File: src/rtl/lsu.sv
// Load/store unit: one outstanding data-memory access with lane steering and load extension.
// Optional macro LSU_MISALIGN_TRAP_EN: misaligned H/W accesses skip memory and flag misalign_o.
module lsu #(
    parameter int DWIDTH = 32
) (
    input  logic              clk,
    input  logic              reset,
    input  logic              req_valid_i,
    output logic              req_ready_o,
    input  logic              memren_i,
    input  logic              memwren_i,
    input  logic [2:0]        funct3_i,
    input  logic [DWIDTH-1:0] addr_i,
    input  logic [DWIDTH-1:0] wdata_i,
    output logic              dmem_req_o,
    output logic              dmem_we_o,
    output logic [3:0]        dmem_be_o,
    output logic [DWIDTH-1:0] dmem_addr_o,
    output logic [DWIDTH-1:0] dmem_wdata_o,
    input  logic              dmem_gnt_i,
    input  logic              dmem_rvalid_i,
    input  logic [DWIDTH-1:0] dmem_rdata_i,
    output logic              resp_valid_o,
    output logic [DWIDTH-1:0] resp_data_o,
    output logic              misalign_o
);

    typedef enum logic [1:0] {IDLE, REQ, WAIT, RESP} state_t;

    state_t            state_q, state_d;
    logic              we_q, we_d;
    logic [3:0]        be_q, be_d;
    logic [2:0]        funct3_q, funct3_d;
    logic [DWIDTH-1:0] addr_q, addr_d;
    logic [DWIDTH-1:0] wdata_q, wdata_d;
    logic [DWIDTH-1:0] rdata_q, rdata_d;
    logic              misalign_q, misalign_d;

    logic              accept;
    logic              misaligned;
    logic [3:0]        store_be;
    logic [DWIDTH-1:0] store_data;
    logic [DWIDTH-1:0] load_data;
    logic [DWIDTH-1:0] byte_shift;
    logic [DWIDTH-1:0] half_shift;

    assign req_ready_o = (state_q == IDLE) && !reset;
    assign accept      = req_valid_i && req_ready_o && (memren_i ^ memwren_i);

    always_comb begin
        store_be   = 4'b1111;
        store_data = wdata_i;
        case (funct3_i)
            3'b000, 3'b100: begin
                store_be   = 4'b0001 << addr_i[1:0];
                store_data = {(DWIDTH/8){wdata_i[7:0]}};
            end
            3'b001, 3'b101: begin
                store_be   = 4'b0011 << {addr_i[1], 1'b0};
                store_data = {(DWIDTH/16){wdata_i[15:0]}};
            end
            default: ;
        endcase
    end

    always_comb begin
        misaligned = 1'b0;
`ifdef LSU_MISALIGN_TRAP_EN
        case (funct3_i)
            3'b000, 3'b100: misaligned = 1'b0;
            3'b001, 3'b101: misaligned = addr_i[0];
            default:        misaligned = |addr_i[1:0];
        endcase
`endif
    end

    // Halfword lane uses addr[1] only, so an untrapped odd halfword reads its aligned half.
    always_comb begin
        byte_shift = dmem_rdata_i >> {addr_q[1:0], 3'b000};
        half_shift = dmem_rdata_i >> {addr_q[1], 4'b0000};
        case (funct3_q)
            3'b000:  load_data = {{(DWIDTH-8){byte_shift[7]}}, byte_shift[7:0]};
            3'b001:  load_data = {{(DWIDTH-16){half_shift[15]}}, half_shift[15:0]};
            3'b100:  load_data = {{(DWIDTH-8){1'b0}}, byte_shift[7:0]};
            3'b101:  load_data = {{(DWIDTH-16){1'b0}}, half_shift[15:0]};
            default: load_data = dmem_rdata_i;
        endcase
    end

    always_comb begin
        state_d    = state_q;
        we_d       = we_q;
        be_d       = be_q;
        funct3_d   = funct3_q;
        addr_d     = addr_q;
        wdata_d    = wdata_q;
        rdata_d    = rdata_q;
        misalign_d = misalign_q;
        case (state_q)
            IDLE: begin
                if (accept) begin
                    we_d       = memwren_i;
                    be_d       = store_be;
                    funct3_d   = funct3_i;
                    addr_d     = addr_i;
                    wdata_d    = memwren_i ? store_data : '0;
                    rdata_d    = '0;
                    misalign_d = misaligned;
                    state_d    = misaligned ? RESP : REQ;
                end
            end
            REQ: begin
                if (dmem_gnt_i) begin
                    state_d = we_q ? RESP : WAIT;
                end
            end
            WAIT: begin
                if (dmem_rvalid_i) begin
                    rdata_d = load_data;
                    state_d = RESP;
                end
            end
            RESP:    state_d = IDLE;
            default: state_d = IDLE;
        endcase
    end

    always_ff @(posedge clk) begin
        if (reset) begin
            state_q    <= IDLE;
            we_q       <= 1'b0;
            be_q       <= 4'b0000;
            funct3_q   <= 3'b000;
            addr_q     <= '0;
            wdata_q    <= '0;
            rdata_q    <= '0;
            misalign_q <= 1'b0;
        end else begin
            state_q    <= state_d;
            we_q       <= we_d;
            be_q       <= be_d;
            funct3_q   <= funct3_d;
            addr_q     <= addr_d;
            wdata_q    <= wdata_d;
            rdata_q    <= rdata_d;
            misalign_q <= misalign_d;
        end
    end

    // Request and response buses read as zero outside the state that owns them.
    assign dmem_req_o   = (state_q == REQ);
    assign dmem_we_o    = dmem_req_o && we_q;
    assign dmem_be_o    = dmem_req_o ? be_q : 4'b0000;
    assign dmem_addr_o  = dmem_req_o ? {addr_q[DWIDTH-1:2], 2'b00} : '0;
    assign dmem_wdata_o = dmem_req_o ? wdata_q : '0;
    assign resp_valid_o = (state_q == RESP);
    assign resp_data_o  = resp_valid_o ? rdata_q : '0;
    assign misalign_o   = resp_valid_o && misalign_q;

endmodule

File: config.mk
export PLATFORM = sky130hd
export DESIGN_NAME = lsu
export DESIGN_NICKNAME = d
export VERILOG_FILES = /design/src/rtl/lsu.sv
export SDC_FILE = /design/constraint.sdc
export NUM_CORES = 1
export LEC_CHECK = 0
export BUFFER_PORTS_ARGS = -buffer_cell sky130_fd_sc_hd__buf_2
export CAP_MARGIN = 20
export CORE_MARGIN = 1.5
export CORE_UTILIZATION = 49
export CTS_BUF_LIST = sky130_fd_sc_hd__clkbuf_8 sky130_fd_sc_hd__clkbuf_16
export CTS_CLUSTER_SIZE = 8
export DETAILED_ROUTE_END_ITERATION = 8
export GPL_TIMING_DRIVEN = 0
export MAX_ROUTING_LAYER = met4
export PLACE_DENSITY = 0.8
export SLEW_MARGIN = 15
export SYNTH_ARGS = -nofsm -noshare
export SYNTH_HDL_FRONTEND = slang
export SYNTH_SLANG_ARGS = --single-unit
File: constraint.sdc
create_clock -name clk -period 2.2 [get_ports clk]
set_clock_uncertainty 0.1 [all_clocks]
set_input_delay 0.66 -clock clk [delete_from_list [all_inputs] [get_ports clk]]
set_output_delay 0.66 -clock clk [all_outputs]
set_load 0.02 [all_outputs]
==> results of run 1 <==
## sequential cells by signal (all words and copies together), names as in the netlist
signal / flops
state_q: 2
funct3_q: 3
wdata_q: 32
rdata_q: 32
be_q: 4
addr_q: 32
we_q: 1
## repair_timing
action	in CTS	in global routing
endpoints found under the setup margin	150	189
pin swaps	38	5
resized for setup	200	148
cloned	6	2
setup buffers	6	5
## cell families (layout without fill, tap and decap cells)
| kind of cell | count (synthesis) | count (layout) | synth area share |
|---|---|---|---|
| adders and majority gates | 5 | 5 | 0.0115 |
| muxes | 25 | 25 | 0.0509 |
| and+or+nand+nor | 287 | 287 | 0.281 |
| xor gates and xnor gates | 2 | 2 | 0.00322 |
| DFF | 106 | 106 | 0.390 |
| AOI/OAI and AO/OA | 164 | 164 | 0.206 |
| buffers and inverters | 71 | 312 | 0.0568 |
| other | 1 | 4 | 0.000690 |
## final cells by class
| cell class | count | area (um2) |
|---|---|---|
| Antenna cell | 1 | 2.50 |
| Buffer | 59 | 390 |
| Clock buffer | 11 | 151 |
| Clock inverter | 5 | 77.6 |
| Fill cell | 749 | 2700 |
| Inverter | 12 | 51.3 |
| Multi-Input combinational cell | 486 | 3280 |
| Sequential cell | 106 | 2130 |
| Tap cell | 140 | 175 |
| Timing Repair Buffer | 225 | 1880 |
## through the flow
stage | std cells | worst slack (ns) | hold WS, ns
6_report | 1045 | -0.206 | 0.356
5_1_grt | 1045 | -0.238 | 0.382
4_1_cts | 1037 | -0.155 | 0.357
3_5_place_dp | 1009 | -0.401 | 0.343
3_3_place_gp | 1009 | -0.387 | 0.336
2_1_floorplan | 663 | 0.0465 | 0.324
## power by group through the flow
stage / Sequential [W] / Combinational (W) / Clock, W
3_5_place_dp: 0.00213 / 0.00112 / 0
3_3_place_gp: 0.00213 / 0.00110 / 0
5_1_grt: 0.00213 / 0.00190 / 0.00146
2_1_floorplan: 0.00211 / 0.000748 / 0
4_1_cts: 0.00210 / 0.00151 / 0.00139
6_report: 0.00212 / 0.00179 / 0.00137
## cell usage after synthesis, drive strengths merged (6+ instances only)
master,count
a211o,7
a21oi,51
a221oi,8
a22o,17
a22oi,30
and2,99
and3b,8
buf,22
clkbuf,37
dfxtp,106
inv,12
mux2,18
mux2i,7
nand2,80
nand2b,27
nand3,8
nand3b,7
nor2,39
nor3,6
o21ai,23
o2bb2ai,14
## metal layers
metal,share of wire,vias up,global-route usage
met2,0.49,331,0.502
met5,0,-,-
met4,0.052,0,0.126
met3,0.080,82,0.0639
li1,-,2746,-
met1,0.38,2759,0.344
## worst register-to-register path: cells and delay by family, from the launching register on
| kind | cells | cell delay, ns |
|---|---|---|
| AND/OR/NAND/NOR | 4 | 0.77 |
| adder cells (fa/ha/maj) | 1 | 0.16 |
| flip-flops | 1 | 0.38 |
| buffers and inverters | 5 | 0.69 |
## cells in the final DEF, fill, tap and decap left out, types with 3 or more instances in the layout
cell type,count
sky130_fd_sc_hd__nand3_1,7
sky130_fd_sc_hd__a21oi_1,51
sky130_fd_sc_hd__and3b_1,8
sky130_fd_sc_hd__buf_8,7
sky130_fd_sc_hd__ha_4,3
sky130_fd_sc_hd__clkbuf_8,16
sky130_fd_sc_hd__clkbuf_1,24
sky130_fd_sc_hd__buf_6,103
sky130_fd_sc_hd__clkbuf_16,3
sky130_fd_sc_hd__o21ai_0,23
sky130_fd_sc_hd__a211oi_1,3
sky130_fd_sc_hd__mux2_2,17
sky130_fd_sc_hd__a22o_1,17
sky130_fd_sc_hd__and4b_1,3
sky130_fd_sc_hd__dfxtp_1,104
sky130_fd_sc_hd__nand2b_1,27
sky130_fd_sc_hd__nor2_1,39
sky130_fd_sc_hd__o211ai_1,4
sky130_fd_sc_hd__a221oi_1,8
sky130_fd_sc_hd__a211o_1,7
sky130_fd_sc_hd__conb_1,3
sky130_fd_sc_hd__buf_2,121
sky130_fd_sc_hd__nor3_1,6
sky130_fd_sc_hd__inv_1,11
sky130_fd_sc_hd__and2_1,22
sky130_fd_sc_hd__and2_4,77
sky130_fd_sc_hd__buf_1,3
sky130_fd_sc_hd__clkbuf_2,4
sky130_fd_sc_hd__o2bb2ai_1,14
sky130_fd_sc_hd__buf_4,12
sky130_fd_sc_hd__nand2_1,80
sky130_fd_sc_hd__mux2i_1,7
sky130_fd_sc_hd__a22oi_1,30
sky130_fd_sc_hd__nand3b_1,7
## worst max-delay path by stage
stage	startpoint	to	slack, ns
5_1_grt	state_q[1]	dmem_addr_o[21]	-0.24
3_3_place_gp	state_q[1]	dmem_wdata_o[14]	-0.39
6_report	state_q[1]	dmem_addr_o[21]	-0.21
3_5_place_dp	state_q[1]	dmem_wdata_o[14]	-0.40
4_1_cts	state_q[1]	dmem_wdata_o[15]	-0.16
2_1_floorplan	state_q[1]	dmem_addr_o[22]	0.05
==> results.txt, run 1 <==
----------------------------------------------------
[Yosys]
  Synthesized instance count ... 661
  Synth top area share ... 0.390
  Mean cell area of the mapped netlist ... just over 8 um2
  Cell type contributing the most total cell area after synthesis ... sky130_fd_sc_hd__dfxtp_1
  Number of warnings printed during yosys synthesis ... 0
  Dominant register cell in the synthesized netlist ... sky130_fd_sc_hd__dfxtp_1
  Part of the Yosys area used for sequential elements ... 0.390
  FF+latch count, synth ... 106
  Cell area after technology mapping ... 0.00544 mm2
  Number of enable-type register cells in the synthesized netlist ... 0
  Main area contributors after synthesis ... sky130_fd_sc_hd__dfxtp_1, sky130_fd_sc_hd__and2_1, sky130_fd_sc_hd__nand2_1, sky130_fd_sc_hd__a21oi_1, sky130_fd_sc_hd__a22oi_1
  Number of distinct library cells after synthesis ... between 40 and 50
  Share of async-settable or async-resettable flops after synthesis ... 0

[Global route]
  GRT Total Usage ... 0.299
  Remaining Overflow, GRT ... 0
  Initial antenna violation count ... 1
  Vias in the first global route ... 5396
  Global-route wire length before repair ... 26400 um
  Pin count of the biggest net entering global routing ... 17

[Worst setup path]
  Required time at the endpoint of the critical path ... 1.44 ns
  R2R Path End ... be_q[1]
  Arrival time of data at the critical path endpoint ... 1.65 ns
  Cell family contributing the most delay on the critical path ... buffers and inverters
  Critical path class ... reg -> out
  Worst path cell trace ... inv_4, ha_4, buf_4, clkbuf_8, and2_1, buf_6
  Critical register-to-register path startpoint ... state_q[1]
  Number of cells on the critical path ... 6
  Reg2reg path depth ... 10
  Number of buffer and inverter instances along the worst setup path ... 4
  Standard cell with the maximum stage delay on the critical path ... sky130_fd_sc_hd__dfxtp_4
  Minimum setup slack among reg-to-reg paths ... -0.01 ns
  Crit Path Max Fanout ... 6
  Worst setup SP type ... register
  Maximum cell stage delay along the critical path ... 0.39 ns
  Nature of the critical path endpoint ... primary output

[Floorplan]
  Core region area ... 0.0108 mm2
  Die H ... between 100 and 150 um
  Die Outline Area ... 0.0117 mm2
  Initial cell density of the core ... 0.502
  Horizontal die dimension ... 108 um
  Cell Rows ... 38
  Num ports ... 211

[Timing]
  Fin Setup TNS ... -14.32 ns
  Top achievable clock speed ... between 400 and 500 MHz
  Slew Limit Headroom ... 0.524
  Pins over their slew limit ... 0
  Least setup slack across all paths after layout ... -0.206 ns
  Fraction of the cycle the final worst path needs ... 1.09
  Slew of the pin with the lowest slew margin ... 0.713 ns
  Time the worst path needs with I/O delays and setup ... between 2 and 2.5 ns
  Hold violation total from the final report ... 0
  Setup-failing EPs final ... 99
  Unrepaired setup endpoints after global routing ... true

[Min path]
  Hold Crit Depth ... 2
  Worst hold path class ... reg -> reg
  Worst-case hold path end point ... addr_q[12]
  Hold path start ... addr_q[12]

[Placement]
  Placed cell area ... about 0.0067 mm2
  Buffers on Ports ... 206
  GPL Wtd Cong ... between 0.9 and 1
  Estimated wirelength of the detail-placed design ... ~12000 um

[Pwr]
  Switching power total ... 0.00170 W
  Cell-internal power ... 0.00358 W
  Sw frac ... 0.322
  Part of the total power dissipated in the clock network ... 0.259
  Power share of the combinational group ... 0.340
  Overall power of the completed layout ... 0.00528 W
  Leakage ... 3.52 nW
  PD cells ... between 600 and 700 mW/mm2
  Share of total power in sequential cells ... 0.401
  Peak supply drop ... 0.544 mV

[Detailed routing]
  Routed wire length ... 19300 um
  Vias per std cell ... 5.66
  Count of unresolved DRC violations after routing ... 0
  Final routed wire length divided by cell count ... 18.4 um
  Initial drt markers ... about 380
  Initial DRT Pass Iterations ... 5
  Via count ... slightly below 6k
  Antenna Violating Nets Remaining ... 0

[Clock tree]
  CTS tree ... done
  CTS clock-pin slew for the worst setup and hold paths ... ~0.11 ns
  Buffers from clock root to sink, at most ... 2
  Number of H-tree levels ... 3
  Number of hold buffers added after CTS ... 0
  Root Buffer ... sky130_fd_sc_hd__clkbuf_8
  CTS Sinks ... 106
  Number of buffers created by CTS ... 9
  Clock latency of the later-clocked register in the worst-skew pair ... 0.38 ns

[Outcome]
  Run status ... finished with violations
  Failing checks ... negative setup slack

[Run]
  Max-capacitance violation count ... 0

[Layout]
  Growth of design area from synthesis to finish ... 49.7%
  Ratio of cells with drive above 1 in the final layout ... 0.423
  Post-layout instance area ... 0.00814 mm2
  Nets ... 1010
  Final standard cell utilization of the core ... 0.751

----------------------------------------------------
No activity file was read; power rests on OpenSTA's default activity.
==> inputs of run 2 (changes only) <==
--- a/config.mk
+++ b/config.mk
@@ -7,14 +7,16 @@
 export LEC_CHECK = 0
 export BUFFER_PORTS_ARGS = -buffer_cell sky130_fd_sc_hd__buf_2
 export CAP_MARGIN = 20
+export CELL_PAD_IN_SITES_DETAIL_PLACEMENT = 0
+export CELL_PAD_IN_SITES_GLOBAL_PLACEMENT = 1
 export CORE_MARGIN = 1.5
-export CORE_UTILIZATION = 49
+export CORE_UTILIZATION = 35
 export CTS_BUF_LIST = sky130_fd_sc_hd__clkbuf_8 sky130_fd_sc_hd__clkbuf_16
 export CTS_CLUSTER_SIZE = 8
 export DETAILED_ROUTE_END_ITERATION = 8
 export GPL_TIMING_DRIVEN = 0
 export MAX_ROUTING_LAYER = met4
-export PLACE_DENSITY = 0.8
+export PLACE_DENSITY_LB_ADDON = 0.1
 export SLEW_MARGIN = 15
 export SYNTH_ARGS = -nofsm -noshare
 export SYNTH_HDL_FRONTEND = slang
==> run 2 against run 1 <==
The run still ends with negative setup slack left. Final area is 0.25% lower. Fmax is 4.4% higher. Critical endpoint is now dmem_wdata_o[4]. Die area is 39% higher.
==> results.txt, run 2 (synthesis results as in run 1) <==
----------------------------------------------------
[Timing]
  Top achievable clock speed ... 434 MHz (was 416 MHz)
  Unrepaired setup endpoints after global routing ... true (unchanged)
  Time the worst path needs with I/O delays and setup ... 2.31 ns (was 2.41 ns)
  Fin Setup TNS ... -5.59 ns (was -14.32 ns)
  Pins over their slew limit ... 0 (unchanged)
  Hold violation total from the final report ... 0 (unchanged)
  Slew of the pin with the lowest slew margin ... 0.736 ns (was 0.713 ns)
  Fraction of the cycle the final worst path needs ... 1.05 (was 1.09)
  Slew Limit Headroom ... 0.509 (was 0.524)
  Setup-failing EPs final ... 88 (was 99)
  Worst hold slack across all endpoints ... 0.352 ns (was 0.356 ns)
  Least setup slack across all paths after layout ... -0.106 ns (was -0.206 ns)

[Pwr]
  PD cells ... 652 mW/mm2 (was 649 mW/mm2)
  Part of the total power dissipated in the clock network ... 0.295 (was 0.259)
  Switching power total ... 0.00170 W (about the same)
  Cell-internal power ... 0.00360 W (was 0.00358 W)
  Leakage ... 3.50 nW (was 3.52 nW)
  Share of total power in sequential cells ... 0.397 (was 0.401)
  Sw frac ... 0.321 (was 0.322)
  Power share of the combinational group ... 0.307 (was 0.340)
  Peak supply drop ... 0.364 mV (was 0.544 mV)

[Layout]
  Top Registers ... addr_q (32), rdata_q (32), wdata_q (32) (unchanged)
  Highest-count cells in the layout ignoring fill and taps ... sky130_fd_sc_hd__buf_2, sky130_fd_sc_hd__dfxtp_1, sky130_fd_sc_hd__buf_6, sky130_fd_sc_hd__nand2_1, sky130_fd_sc_hd__and2_4 (unchanged)
  Antenna Diode Count ... 0 (was 1)
  Nets ... 1008 (was 1010)
  Final standard cell count with taps included and fillers excluded ... 1090 (was 1045)
  Final standard cell utilization of the core ... 0.534 (was 0.751)
  Ratio of cells with drive above 1 in the final layout ... 0.420 (was 0.423)
  Post-layout instance area ... 0.00812 mm2 (was 0.00814 mm2)
  Commonest non-fill, non-tap cell in the layout ... sky130_fd_sc_hd__buf_2 (unchanged)
  Growth of design area from synthesis to finish ... 49.3% (was 49.7%)

[Worst setup path]
  Minimum setup slack among reg-to-reg paths ... 0.12 ns (was -0.01 ns)
  Crit Path Max Fanout ... 9 (was 6)
  Critical register-to-register path startpoint ... state_q[1] (unchanged)
  Nature of the critical path endpoint ... primary output (unchanged)
  Critical path class ... reg -> out (unchanged)
  Worst setup SP type ... register (unchanged)
  Required time at the endpoint of the critical path ... 1.44 ns (about the same)
  Reg2reg path depth ... 9 (was 10)
  R2R Path End ... rdata_q[20] (was be_q[1])
  Arrival time of data at the critical path endpoint ... 1.55 ns (was 1.65 ns)

[Floorplan]
  Cell Rows ... 45 (was 38)
  Core region area ... 0.0152 mm2 (was 0.0108 mm2)
  Num ports ... 211 (unchanged)
  Initial cell density of the core ... 0.358 (was 0.502)
  Die Outline Area ... 0.0163 mm2 (was 0.0117 mm2)
  Die H ... 128 um (was 108 um)
  Horizontal die dimension ... 128 um (was 108 um)

[Detailed routing]
  Count of unresolved DRC violations after routing ... 0 (unchanged)
  Routed wire length ... 18000 um (was 19300 um)
  Initial DRT Pass Iterations ... 5 (unchanged)
  Antenna Violating Nets Remaining ... 0 (unchanged)
  Initial drt markers ... 273 (was 383)
  Final routed wire length divided by cell count ... 16.5 um (was 18.4 um)
  Via count ... 5505 (was 5918)
  Vias per std cell ... 5.05 (was 5.66)

[Clock tree]
  Number of hold buffers added after CTS ... 0 (unchanged)
  Number of H-tree levels ... 3 (unchanged)
  Clock latency of the later-clocked register in the worst-skew pair ... 0.35 ns (was 0.38 ns)
  CTS tree ... done (unchanged)
  Number of buffers created by CTS ... 9 (unchanged)
  Root Buffer ... sky130_fd_sc_hd__clkbuf_16 (was sky130_fd_sc_hd__clkbuf_8)
  Buffers from clock root to sink, at most ... 2 (unchanged)
  CTS clock-pin slew for the worst setup and hold paths ... 0.07 ns (was 0.11 ns)
  CTS Sinks ... 106 (unchanged)

[Global route]
  Global-route wire length before repair ... 27800 um (was 26400 um)
  Pin count of the biggest net entering global routing ... 18 (was 17)
  Initial antenna violation count ... 0 (was 1)
  Remaining Overflow, GRT ... 0 (unchanged)
  Vias in the first global route ... 5300 (was 5396)
  GRT Total Usage ... 0.225 (was 0.299)

[Placement]
  GPL Wtd Cong ... 0.825 (was 0.933)
  Placed cell area ... 0.00671 mm2 (was 0.00665 mm2)
  Estimated wirelength of the detail-placed design ... 13100 um (was 11700 um)
  Buffers on Ports ... 206 (unchanged)
  Dpl cells ... 1057 (was 1009)

[Min path]
  Hold Crit Depth ... 2 (unchanged)
  Worst hold path class ... reg -> reg (unchanged)
  Worst-case hold path end point ... addr_q[10] (was addr_q[12])
  Hold path start ... addr_q[10] (was addr_q[12])

[Outcome]
  Run status ... finished with violations (unchanged)
  Failing checks ... negative setup slack (unchanged)

[Run]
  Max-capacitance violation count ... 0 (unchanged)

----------------------------------------------------
==> run 2: cell types whose count changed in the layout (fill, tap and decap cells not counted), moves of 3 or more <==
| cell | before | now |
|---|---|---|
| sky130_fd_sc_hd__buf_6 | 103 | 95 |
| sky130_fd_sc_hd__clkinv_4 | 1 | 4 |
| sky130_fd_sc_hd__clkbuf_8 | 16 | 2 |
| sky130_fd_sc_hd__clkbuf_16 | 3 | 12 |
| sky130_fd_sc_hd__buf_2 | 121 | 133 |
| sky130_fd_sc_hd__clkbuf_2 | 4 | 1 |
| sky130_fd_sc_hd__clkbuf_1 | 24 | 27 |
==> run 2: layout make-up <==
| type | instances | area [um2] |
|---|---|---|
| plain buffers | 59 | 402 |
| well taps | 188 | 235 |
| clock buffers | 10 | 239 |
| repair buffers | 223 | 1750 |
| flip-flops and latches | 106 | 2130 |
| multi-input cells | 486 | 3270 |
| fillers | 1463 | 7080 |
| inverters | 12 | 47.5 |
| clock inverters | 6 | 43.8 |
==> run 2: timing repair <==
action                                  in CTS  in global routing
resized for setup                          248                 75
endpoints found under the setup margin     153                162
setup buffers                                7                  3
pin swaps                                   15                  6
cloned                                       4                  3
==> run 2: how the worst max path moves through the flow <==
stage,startpoint,end,slack [ns],cells after the start
floorplan,state_q[1],dmem_addr_o[22],0.05,5
CTS,state_q[1],dmem_wdata_o[11],-0.13,6
global route,state_q[1],dmem_wdata_o[15],-0.15,6
finish,state_q[1],dmem_wdata_o[4],-0.11,6
global placement,state_q[1],dmem_wdata_o[14],-0.37,6
detailed placement,state_q[1],dmem_wdata_o[14],-0.43,6
==> run 2: power by group through the flow <==
stage | registers [W] | clock network (W) | logic [W]
finish | 0.00211 | 0.00156 | 0.00163
global route | 0.00212 | 0.00168 | 0.00177
CTS | 0.00210 | 0.00160 | 0.00145
detailed placement | 0.00213 | 0 | 0.00115
global placement | 0.00213 | 0 | 0.00113
floorplan | 0.00211 | 0 | 0.000748
==> run 2: layer usage <==
layer,GRT usage,share of wire,vias to the layer above
met5,-,0,-
met4,0.0714,0.015,0
met3,0.0348,0.044,18
met2,0.368,0.48,165
met1,0.286,0.46,2585
li1,-,-,2737
==> run 2: metrics by stage <==
stage	worst slack [ns]	power (W)
6_report	-0.106	0.00530
2_1_floorplan	0.0465	0.00286
3_3_place_gp	-0.375	0.00326
5_1_grt	-0.153	0.00557
3_5_place_dp	-0.429	0.00328
4_1_cts	-0.128	0.00515
==> run 2: critical path, stage by stage, from the launching register on <==
cell	delay [ns]
sky130_fd_sc_hd__dfxtp_4	0.37
sky130_fd_sc_hd__inv_4	0.04
sky130_fd_sc_hd__ha_4	0.18
sky130_fd_sc_hd__buf_12	0.15
sky130_fd_sc_hd__clkbuf_16	0.16
sky130_fd_sc_hd__and2_4	0.16
sky130_fd_sc_hd__buf_6	0.12
